$ cat src/rtl/trap_ctrl_pkg.sv
// rtl/trap_ctrl_pkg.sv - shared CSR addresses, mstatus bits, privilege levels and sequencer states
package trap_ctrl_pkg;

  localparam logic [11:0] CSR_MSTATUS = 12'h300;
  localparam logic [11:0] CSR_MEPC    = 12'h341;
  localparam logic [11:0] CSR_MCAUSE  = 12'h342;
  localparam logic [11:0] CSR_MTVAL   = 12'h343;
  localparam logic [11:0] CSR_SEPC    = 12'h141;
  localparam logic [11:0] CSR_SCAUSE  = 12'h142;
  localparam logic [11:0] CSR_STVAL   = 12'h143;

  localparam int MS_SIE    = 1;
  localparam int MS_MIE    = 3;
  localparam int MS_SPIE   = 5;
  localparam int MS_MPIE   = 7;
  localparam int MS_SPP    = 8;
  localparam int MS_MPP_LO = 11;
  localparam int MS_MPP_HI = 12;

  localparam logic [1:0] PRIV_USER    = 2'd0;
  localparam logic [1:0] PRIV_SUPERV  = 2'd1;
  localparam logic [1:0] PRIV_MACHINE = 2'd3;

  localparam logic [3:0] CAUSE_ILLEGAL = 4'd2;

  typedef enum logic [2:0] {
    ST_IDLE,
    ST_T_EPC,
    ST_T_CAUSE,
    ST_T_TVAL,
    ST_T_STATUS,
    ST_REDIR,
    ST_R_STATUS
  } state_e;

endpackage

$ cat src/rtl/trap_status_next.sv
// rtl/trap_status_next.sv - next mstatus value for trap entry or xRET at M or S level
module trap_status_next
  import trap_ctrl_pkg::*;
#(
  parameter int XLEN = 32
) (
  input  logic [XLEN-1:0] mstatus_in,
  input  logic [1:0]      mode,
  input  logic            is_trap,
  input  logic [1:0]      target_level,
  output logic [XLEN-1:0] mstatus_out
);

  // Stack or unstack the interrupt-enable and previous-privilege fields of the target level
  always_comb begin
    mstatus_out = mstatus_in;
    if (target_level == PRIV_MACHINE) begin
      if (is_trap) begin
        mstatus_out[MS_MPIE]             = mstatus_in[MS_MIE];
        mstatus_out[MS_MIE]              = 1'b0;
        mstatus_out[MS_MPP_HI:MS_MPP_LO] = mode;
      end else begin
        mstatus_out[MS_MIE]              = mstatus_in[MS_MPIE];
        mstatus_out[MS_MPIE]             = 1'b1;
        mstatus_out[MS_MPP_HI:MS_MPP_LO] = PRIV_USER;
      end
    end else begin
      if (is_trap) begin
        mstatus_out[MS_SPIE] = mstatus_in[MS_SIE];
        mstatus_out[MS_SIE]  = 1'b0;
        mstatus_out[MS_SPP]  = mode[0];
      end else begin
        mstatus_out[MS_SIE]  = mstatus_in[MS_SPIE];
        mstatus_out[MS_SPIE] = 1'b1;
        mstatus_out[MS_SPP]  = 1'b0;
      end
    end
  end

endmodule

$ cat src/rtl/trap_ctrl.sv
// rtl/trap_ctrl.sv - trap/xRET sequencer writing trap CSRs and redirecting the PC; TRAP_DELEG_EN enables S-mode delegation and sret
module trap_ctrl
  import trap_ctrl_pkg::*;
#(
  parameter int         XLEN       = 32,
  parameter logic [1:0] RESET_MODE = 2'd3
) (
  input  logic            clk,
  input  logic            rst_n,
  input  logic            excep_valid,
  input  logic [3:0]      excep_code,
  input  logic [XLEN-1:0] excep_pc,
  input  logic [XLEN-1:0] excep_tval,
  input  logic            ret_valid,
  input  logic [1:0]      ret_sel,
  input  logic [XLEN-1:0] mstatus_in,
  input  logic [XLEN-1:0] mtvec_in,
  input  logic [XLEN-1:0] mepc_in,
  input  logic [XLEN-1:0] stvec_in,
  input  logic [XLEN-1:0] sepc_in,
  input  logic [XLEN-1:0] medeleg_in,
  output logic            csr_we,
  output logic [11:0]     csr_addr,
  output logic [XLEN-1:0] csr_wdata,
  output logic [1:0]      mode,
  output logic            stall,
  output logic            flush,
  output logic            redirect,
  output logic [XLEN-1:0] redirect_pc
);

  state_e            state_q, state_d;
  logic [XLEN-1:0]   pc_q, pc_d;
  logic [3:0]        code_q, code_d;
  logic [XLEN-1:0]   tval_q, tval_d;
  logic              is_ret_q, is_ret_d;
  logic              to_s_q, to_s_d;
  logic [1:0]        mpp_q, mpp_d;
  logic [1:0]        mode_q, mode_d;

  logic [3:0]        eff_code;
  logic              deleg_hit;
  logic              sret_ok;
  logic [XLEN-1:0]   tvec_sel;
  logic [XLEN-1:0]   epc_sel;
  logic [XLEN-1:0]   target_base;
  logic [XLEN-1:0]   status_next;
  logic              unused_bits;

  // A converted uret/sret enters the trap path as an illegal instruction
  assign eff_code    = excep_valid ? excep_code : CAUSE_ILLEGAL;
  assign target_base = is_ret_q ? epc_sel : tvec_sel;

`ifdef TRAP_DELEG_EN
  assign deleg_hit   = medeleg_in[eff_code] && (mode_q <= PRIV_SUPERV);
  assign sret_ok     = 1'b1;
  assign tvec_sel    = to_s_q ? stvec_in : mtvec_in;
  assign epc_sel     = to_s_q ? sepc_in : mepc_in;
  assign unused_bits = ^target_base[1:0];
`else
  assign deleg_hit   = 1'b0;
  assign sret_ok     = 1'b0;
  assign tvec_sel    = mtvec_in;
  assign epc_sel     = mepc_in;
  assign unused_bits = ^{target_base[1:0], stvec_in, sepc_in, medeleg_in};
`endif

  trap_status_next #(.XLEN(XLEN)) u_status_next (
    .mstatus_in   (mstatus_in),
    .mode         (mode_q),
    .is_trap      (~is_ret_q),
    .target_level (to_s_q ? PRIV_SUPERV : PRIV_MACHINE),
    .mstatus_out  (status_next)
  );

  // Sequencer state, latched request fields and current privilege
  always_ff @(posedge clk or negedge rst_n) begin
    if (!rst_n) begin
      state_q  <= ST_IDLE;
      pc_q     <= '0;
      code_q   <= '0;
      tval_q   <= '0;
      is_ret_q <= 1'b0;
      to_s_q   <= 1'b0;
      mpp_q    <= PRIV_USER;
      mode_q   <= RESET_MODE;
    end else begin
      state_q  <= state_d;
      pc_q     <= pc_d;
      code_q   <= code_d;
      tval_q   <= tval_d;
      is_ret_q <= is_ret_d;
      to_s_q   <= to_s_d;
      mpp_q    <= mpp_d;
      mode_q   <= mode_d;
    end
  end

  // Next state and per-state CSR write, flush, stall and redirect outputs
  always_comb begin
    state_d     = state_q;
    pc_d        = pc_q;
    code_d      = code_q;
    tval_d      = tval_q;
    is_ret_d    = is_ret_q;
    to_s_d      = to_s_q;
    mpp_d       = mpp_q;
    mode_d      = mode_q;
    csr_we      = 1'b0;
    csr_addr    = '0;
    csr_wdata   = '0;
    flush       = 1'b0;
    redirect    = 1'b0;
    redirect_pc = '0;
    stall       = (state_q != ST_IDLE);
    case (state_q)
      ST_IDLE: begin
        if (excep_valid) begin
          state_d  = ST_T_EPC;
          pc_d     = excep_pc;
          code_d   = excep_code;
          tval_d   = excep_tval;
          is_ret_d = 1'b0;
          to_s_d   = deleg_hit;
        end else if (ret_valid) begin
          if (ret_sel == 2'd3 || (ret_sel == 2'd1 && sret_ok)) begin
            state_d  = ST_R_STATUS;
            is_ret_d = 1'b1;
            to_s_d   = (ret_sel == 2'd1);
          end else begin
            state_d  = ST_T_EPC;
            pc_d     = excep_pc;
            code_d   = CAUSE_ILLEGAL;
            tval_d   = '0;
            is_ret_d = 1'b0;
            to_s_d   = deleg_hit;
          end
        end
      end
      ST_T_EPC: begin
        csr_we    = 1'b1;
        csr_addr  = to_s_q ? CSR_SEPC : CSR_MEPC;
        csr_wdata = pc_q;
        flush     = 1'b1;
        state_d   = ST_T_CAUSE;
      end
      ST_T_CAUSE: begin
        csr_we    = 1'b1;
        csr_addr  = to_s_q ? CSR_SCAUSE : CSR_MCAUSE;
        csr_wdata = {{(XLEN-4){1'b0}}, code_q};
        state_d   = ST_T_TVAL;
      end
      ST_T_TVAL: begin
        csr_we    = 1'b1;
        csr_addr  = to_s_q ? CSR_STVAL : CSR_MTVAL;
        csr_wdata = tval_q;
        state_d   = ST_T_STATUS;
      end
      ST_T_STATUS: begin
        csr_we    = 1'b1;
        csr_addr  = CSR_MSTATUS;
        csr_wdata = status_next;
        state_d   = ST_REDIR;
      end
      ST_R_STATUS: begin
        csr_we    = 1'b1;
        csr_addr  = CSR_MSTATUS;
        csr_wdata = status_next;
        flush     = 1'b1;
        // Capture the return privilege now; mstatus_in shows the cleared field after this write
        mpp_d     = to_s_q ? {1'b0, mstatus_in[MS_SPP]} : mstatus_in[MS_MPP_HI:MS_MPP_LO];
        state_d   = ST_REDIR;
      end
      ST_REDIR: begin
        redirect    = 1'b1;
        redirect_pc = {target_base[XLEN-1:2], 2'b00};
        mode_d      = is_ret_q ? mpp_q : (to_s_q ? PRIV_SUPERV : PRIV_MACHINE);
        state_d     = ST_IDLE;
      end
      default: state_d = ST_IDLE;
    endcase
  end

  assign mode = mode_q;

endmodule
$ cat config.mk
export PLATFORM = sky130hd
export DESIGN_NAME = trap_ctrl
export DESIGN_NICKNAME = d
export VERILOG_FILES = /design/src/rtl/trap_ctrl_pkg.sv /design/src/rtl/trap_status_next.sv /design/src/rtl/trap_ctrl.sv
export SDC_FILE = /design/constraint.sdc
export NUM_CORES = 1
export LEC_CHECK = 0
export BUFFER_PORTS_ARGS = -buffer_cell sky130_fd_sc_hd__buf_2
export CAP_MARGIN = 30
export CELL_PAD_IN_SITES_DETAIL_PLACEMENT = 0
export CELL_PAD_IN_SITES_GLOBAL_PLACEMENT = 1
export CORE_AREA = 2 2 137 139
export CTS_BUF_LIST = sky130_fd_sc_hd__clkbuf_4 sky130_fd_sc_hd__clkbuf_8
export CTS_CLUSTER_SIZE = 24
export DETAILED_ROUTE_END_ITERATION = 6
export DIE_AREA = 0 0 139 141
export GPL_TIMING_DRIVEN = 0
export PLACE_DENSITY = 0.78
export SLEW_MARGIN = 20
export SYNTH_ARGS = -nofsm -noshare
export SYNTH_HDL_FRONTEND = slang
export SYNTH_SLANG_ARGS = --single-unit
$ cat constraint.sdc
create_clock -name clk -period 2.7 [get_ports clk]
set_input_delay 0.405 -clock clk [delete_from_list [all_inputs] [get_ports clk]]
set_output_delay 0.405 -clock clk [all_outputs]
set_load 0.01 [all_outputs]
[Word-level counts from Yosys, hierarchy flattened]
Cells that the tools add are included.
Widths: inputs -> output; s select.
Word-level totals
  logic and storage cells: 71
  output and inout port bits: 82
  memory bits (writable): 0
  latch bits: 0
  bits in read-only memories: 0
  memories kept: 0
  flip-flop bits (word level): 77
Operators by class
  multiply operators: 0
  bitwise logic cells: 0
  reduce and logical (&&, ||, !) cells: 8
  eq/ne operators: 11
  div/mod/pow operators: 0
  magnitude comparators: 0
  shifts and indexed selects: 0
  multiplexer cells: 44
  add/subtract/negate cells: 0
Operators with widths (number)
  $mux 32: 8
  $pmux 32 s4: 1
  $pmux 10 s4: 1
  $mux 10: 3
  $mux 1: 19
  $pmux 3 s5: 1
  $mux 4: 3
  $mux 2: 5
  $eq 3x3->1 const B: 3
  $mux 3: 3
  $eq 3x2->1 const B: 2
  $reduce_or 5->1: 1
  $eq 2x2->1 const B: 2
  $reduce_or 2->1: 2
  $eq 3x1->1 const B: 1
  $logic_not 3->1: 1
  $ne 3x3->1 const B: 1
  $reduce_and 3->1: 1
  $reduce_bool 3->1: 1
  $eq 2x1->1 const B: 1
  $ne 2x2->1 const B: 1
  $reduce_and 2->1: 1
  $reduce_bool 2->1: 1

[Longest topological paths before layout]
Gate-level depths: netlist (run 1).
  depth after elaboration: 5
  depth in mapped cells: 6
  depth with buffers taken out: 3

[Hierarchy]
From an unflattened synthesis (run 1), not the netlist that was laid out.
Unflattened totals
  cell total of the unflattened synthesis: 438
  area total of the unflattened synthesis: 4584.4 um^2
By module, submodules not included
  trap_ctrl: area each 4267.8 um^2, cells each 393, instances 1
  trap_status_next: area each 316.6 um^2, cells each 45, instances 1

[Least setup slack after synthesis (run 1)]
No wires, ideal clock.
  path type: register to output
  start point: reg state_q[0]
  end point: out csr_addr[9]
  path slack: 1.008 ns
  arrival: 1.287 ns
  path buffers: 2
  stages on the path, launching flop included: 5
  cell sequence: dfrtp_1 buf_6 clkbuf_1 a21oi_1 a21boi_0
On the way
  word-level cells in the longest chain between the ends: 3
  elaborated cells on any way between the ends: 7
  classes of those cells: eq/ne (5); mux (1); reduce/logical (1)
RTL lines
  from (decl): line trap_ctrl.sv:32  | state_e state_q, state_d;
  from (signal assigned): line trap_ctrl.sv:88  | state_q <= state_d;
  $eq 3x3->1: line trap_ctrl.sv:116  | case (state_q)
  $reduce_or 2->1 (no line)
  $pmux 10 s4 *: line trap_ctrl.sv:116
  to (decl): line trap_ctrl.sv:23  | output logic [11:0] csr_addr,
Every way passes the cells marked *; elsewhere a longest branch is shown, timed or not.

[Final worst setup path (run 1)]
  start point: reg is_ret_q
  end point: out redirect_pc[12]
On the way
  word-level cells in the longest chain between the ends: 2
RTL lines
  from (decl): line trap_ctrl.sv:36  | logic is_ret_q, is_ret_d;
  from (signal assigned): line trap_ctrl.sv:92  | is_ret_q <= is_ret_d;
  $mux 32: line trap_ctrl.sv:52  | assign target_base = is_ret_q ? epc_sel : tvec_sel;
  $mux 32: line trap_ctrl.sv:116
  to (decl): line trap_ctrl.sv:29  | output logic [XLEN-1:0] redirect_pc
No other way between the ends.

==> out/results.ini, run 1 <==
[synth]
synthDistinctLibCells=35
netlist.area_leader.share=0.431
synth-edff-count=0
ys.warnings.count=0
synthFlopType=dfrtp_1
postSynthCellCount=402
synthArstFlopShare=1.00
netlist_area_sq_mm=0.00436
avgSynthCellArea_sq_um=10.8
ys_top_cells_by_area=dfrtp_1, mux2i_1, a22o_1, mux2_4, mux2_2
synth-seq-cells=77
yosysTopAreaCell=dfrtp_1
yosysSeqAreaShare=0.443

[cts]
numCtsBuffers=9
clockBufferDepth=2
htreeDepth=3
root_buffer=clkbuf_8
clkSinkCount=77
cts_tree=built
clk_latency_ns=0.35
clk_pin_slew_ns=0.08
cts_setup_buffers=0

[global_route]
grt_overflow_total=0
grt_pass1_vias=3934
grt_usage=0.148
antenna_found_initial=1
grt_pass1_wl_um=22400
grt_max_degree=40

[power_and_ir_drop]
power.density_mw_per_mm2=1070
p_leak_nw=3.22
max-vdd-ir-drop_v=0.000425
switching_share=0.383
pwr-share-seq=0.301
netSwitchingPower_mw=2.53
p_clk_frac=0.178
intPower_mw=4.07
combPwrFrac=0.520

[sta]
timing.final.ws_setup_ns=0.214
setup_viol=0
grt_setup_unrepaired=false
max_slew_margin=0.625
period_needed_ns=2.49
timing.final.crit_share=0.921
tns_ns=0
slew_viol_final=0
skew_ns=0.00461
whs_ns=0.0184
hold_violations=0
tightestPinTransition_ns=0.563
max_freq_mhz=402

[place]
pre_cts_slack_ns=0.349
postPlaceCellArea_sq_mm=0.00589
hpwl_um=11500
routabilityCongestion=0.759
port-buffer-count=238

[die]
fp.dieW_um=139
dieArea_sq_mm=0.0196
placementRows=50
boundaryPins=348
initial_core_util=0.238
core-area_sq_mm=0.0183
chipHeight_um=141

[min_path]
hold_path.class=in -> async

[route]
ant_nets=0
drc_errors=0
routed_wl_um=14800
wl_per_cell_um=16.4
vias_per_cell=4.37
first_iter_violations=122
drt_pass1_iterations=4
vias=3925

[layout]
n_antenna_cell=0
final_cell_mix=buf_2, dfrtp_1, mux2i_1
postLayoutCoreUtil=0.338
final_common_cell=buf_2
num-nets-final=926
area_growth_pct=41.6
final_cell_area_sq_mm=0.00617
drive_gt1_frac=0.487
fillers=1888

[critical_path]
cp_max_fo=10
cp-start-kind=flip-flop
cp.arrival_ns=2.08
rr_worst_depth=6
worst_setup_path_end_kind=primary output
path_class=reg -> out
cp.required_ns=2.30

[job]
cap_violations=0

[status]
status=complete, no violations

## cell type report
class,count,area [sq um],area share
flip-flops and latches,77,1930,0.313
clock inverters,6,134,0.0217
repair buffers,239,1210,0.197
clock buffers,10,138,0.0223
plain buffers,44,294,0.0477
well taps,234,293,0.0475
inverters,6,22.5,0.00365
multi-input cells,283,2140,0.348
## timing repair
item | CTS | global route
gates cloned | 0 | 0
endpoints found under the setup margin | 10 | 16
hold buffers | 0 | 0
resized for setup | 1 | 4
## cell usage after synthesis (2+ instances only)
| master | number |
|---|---|
| mux2_4 | 17 |
| dfstp_2 | 2 |
| o22ai_1 | 8 |
| buf_2 | 7 |
| nor2b_1 | 4 |
| clkbuf_1 | 14 |
| mux2_2 | 15 |
| o21ai_1 | 2 |
| nand3b_1 | 3 |
| nand2b_1 | 3 |
| inv_1 | 6 |
| buf_6 | 9 |
| nor3_1 | 2 |
| o21ai_0 | 31 |
| dfrtp_1 | 75 |
| a211o_1 | 2 |
| a211oi_1 | 2 |
| buf_4 | 13 |
| a22oi_1 | 3 |
| a21oi_1 | 7 |
| and2_1 | 3 |
| a21boi_0 | 2 |
| nor2_1 | 33 |
| nand2_1 | 28 |
| a22o_1 | 35 |
| a31oi_1 | 3 |
| mux2i_1 | 65 |
## stage by stage
stage          instances  power [mW]
2_1_floorplan        410        4.23
3_3_place_gp         882        5.45
3_5_place_dp         883        5.51
4_1_cts              899        6.72
5_1_grt              899        7.08
6_report             899        6.61
## per-layer routing
layer,wire length [um],vias up,track usage,part of all wire
li1,-,1945,-,-
met1,6870,1863,0.197,0.47
met2,7110,106,0.247,0.48
met3,658,9,0.0333,0.045
met4,106,2,0.0314,0.0072
met5,13,-,0,0.00088
## power groups by stage
stage | sequential (mW) | clock (mW) | combinational, mW
after global placement | 2.00 | 0 | 3.46
after global routing | 2.05 | 1.27 | 3.77
after detailed placement | 2.01 | 0 | 3.50
final | 1.99 | 1.18 | 3.44
after CTS | 1.99 | 1.21 | 3.51
after floorplan | 1.92 | 0 | 2.31
## cells by family (layout without fill, tap and decap cells)
group           after synthesis  after routing  share of synthesized area
mux                          98             98                      0.249
compound gates               95             95                      0.148
simple gates                 81             81                     0.0870
flops                        77             77                      0.443
buf+inv                      50            305                     0.0718
other cells                   1              9                   0.000861
## critical path, stage by stage, from the launching register on
cell      delay [ns]
dfrtp_1         0.40
clkbuf_1        0.44
buf_2           0.39
mux2i_1         0.29
nor2_1          0.06
buf_2           0.15
## state kept, by name (all words and copies together), names as in the netlist
| name | cells |
|---|---|
| code_q | 4 |
| pc_q | 32 |
| to_s_q | 1 |
| is_ret_q | 1 |
| state_q | 3 |
| mode | 2 |
| tval_q | 32 |
| mpp_q | 2 |
## worst paths after layout
path | from | end | slack (ns)
min reg2reg | mpp_q[0] | mpp_q[0] | 0.49
min | rst_n | pc_q[24] | 0.02
max reg2reg | state_q[1] | tval_q[18] | 0.97
min in group clk | excep_pc[14] | pc_q[14] | 0.27
max in group asynchronous | rst_n | code_q[1] | 2.09
max | is_ret_q | redirect_pc[12] | 0.21
(Power assumes the default switching activity.)
==> run 2: changes to the inputs <==
CORE_AREA = 3 3 134 136   (was 2 2 137 139)
DIE_AREA = 0 0 137 139   (was 0 0 139 141)
PLACE_DENSITY = 0.82   (was 0.78)
==> out/results.ini, run 2 (synthesis gave the netlist of run 1 again) <==
[critical_path]
r2r-start=state_q[0]
worst_setup_path_end_kind=primary output
crit_buf_inv=4
cp-start-kind=flip-flop
cp_max_fo=10
cp.required_ns=2.30
crit_path_frequent_cell=buf_2
crit_family=buffers and inverters
cp.arrival_ns=2.10
cp_slowest_cell=clkbuf_1
path_class=reg -> out
startpoint=state_q[2]
max_stage_delay_ns=0.39
critical_path.cell_chain=buf_2, nor2b_1, clkbuf_1, clkbuf_2, nand2_1, o21ai_0, buf_2

[place]
routabilityCongestion=0.782
dp.cells=874
pre_cts_slack_ns=0.396
port-buffer-count=238
hpwl_um=11600

[sta]
tightestPinTransition_ns=0.552
max_slew_margin=0.632
grt_setup_unrepaired=false
timing.final.crit_share=0.926
period_needed_ns=2.50
max_freq_mhz=400
tns_ns=0
hold_violations=0
slew_viol_final=0
setup_viol=0
timing.final.ws_setup_ns=0.199
skew_ns=0.0138

[power_and_ir_drop]
p_leak_nw=3.18
power.density_mw_per_mm2=1040
pwr-share-seq=0.316
p_clk_frac=0.140
switching_share=0.398
netSwitchingPower_mw=2.51
intPower_mw=3.80
max-vdd-ir-drop_v=0.000375
combPwrFrac=0.544

[cts]
numCtsBuffers=9
clk_pin_slew_ns=0.08
root_buffer=clkbuf_8
clockBufferDepth=2
cts_setup_buffers=0
clk_latency_ns=0.36
cts_tree=built
htreeDepth=3
clkSinkCount=77
holdBufCountCts=0

[global_route]
antenna_found_initial=3
grt_pass1_wl_um=22400
grt_overflow_total=0
grt_max_degree=42
grt_usage=0.154
grt_pass1_vias=4010

[min_path]
hold_path.class=in -> async

[route]
vias_per_cell=4.44
wl_met3_um=1000
drc_errors=0
ant_nets=0
wl_met2_um=7230
drt_pass1_iterations=4
drt-met1-wl_um=6430
wl_per_cell_um=16.8
topRoutingLayerUsed=met5
routed_wl_um=15000
vias=3956
first_iter_violations=117

[die]
core-area_sq_mm=0.0171
fp.dieW_um=137
placementRows=48
boundaryPins=348
initial_core_util=0.255
chipHeight_um=139
dieArea_sq_mm=0.0190

[status]
status=complete, no violations

[layout]
fillers=1795
drive_gt1_frac=0.486
num-nets-final=926
final_cell_mix=buf_2, dfrtp_1, mux2i_1
area_growth_pct=39.7
final_common_cell=buf_2
largestRegisters=pc_q: 32 flops, tval_q: 32 flops, code_q: 4 flops
fin_cells=891

[job]
cap_violations=0

-- run 2: per-stage QoR --
| step | area (sq um) | total power [mW] | hold slack, ns | utilization |
|---|---|---|---|---|
| after detailed placement | 5880 | 5.51 | 0.415 | 0.345 |
| after global placement | 5860 | 5.45 | 0.465 | 0.344 |
| final | 6080 | 6.31 | 0.0119 | 0.357 |
| after CTS | 6080 | 6.43 | 0.00299 | 0.356 |
| after global routing | 6080 | 6.80 | 0.0287 | 0.357 |
| after floorplan | 4390 | 4.23 | 0.109 | - |
-- run 2: area by class of cell --
cell class,instances,area (sq um),share of cell area
clock buffer,11,145,0.0239
inverter,6,22.5,0.00370
multi-input combinational,283,2140,0.352
sequential,77,1930,0.317
buffer,44,294,0.0483
clock inverter,4,48.8,0.00802
tap,225,282,0.0463
antenna,2,5.00,0.000823
timing repair buffer,239,1210,0.199
-- run 2: final timing paths --
check                                end  slack, ns  cells past startpoint
max in group asynchronous      tval_q[6]       2.09                      2
min in group clk                pc_q[14]       0.26                      2
hold reg to reg                 mpp_q[0]       0.48                      2
setup / recovery           csr_wdata[26]       0.20                      7
hold / removal                  pc_q[22]       0.01                      1
setup reg to reg               tval_q[0]       0.99                      6
-- run 2: power by group through the flow --
| stage | Sequential (mW) | Clock, mW | Combinational (mW) |
|---|---|---|---|
| floorplan | 1.92 | 0 | 2.31 |
| global placement | 2.00 | 0 | 3.45 |
| detailed placement | 2.01 | 0 | 3.50 |
| CTS | 1.99 | 0.928 | 3.51 |
| global route | 2.05 | 0.962 | 3.78 |
| finish | 1.99 | 0.882 | 3.43 |
-- run 2: metal layers --
layer,global-route usage,vias up
met2,0.253,135
li1,-,1939
met3,0.0396,22
met1,0.198,1858
met5,0,-
met4,0.0452,2
-- run 2: repair_timing --
item,CTS,global route
gates resized for setup,1,4
pin swaps,0,0
setup endpoints to repair,10,12
-- run 2: worst reg2reg max path: stages, from the launching register on --
cell and delay, ns:
dfrtp_1 0.38, buf_6 0.14, nor3_4 0.35, nand3_4 0.17, buf_6 0.21, buf_6 0.16, a22o_1 0.18
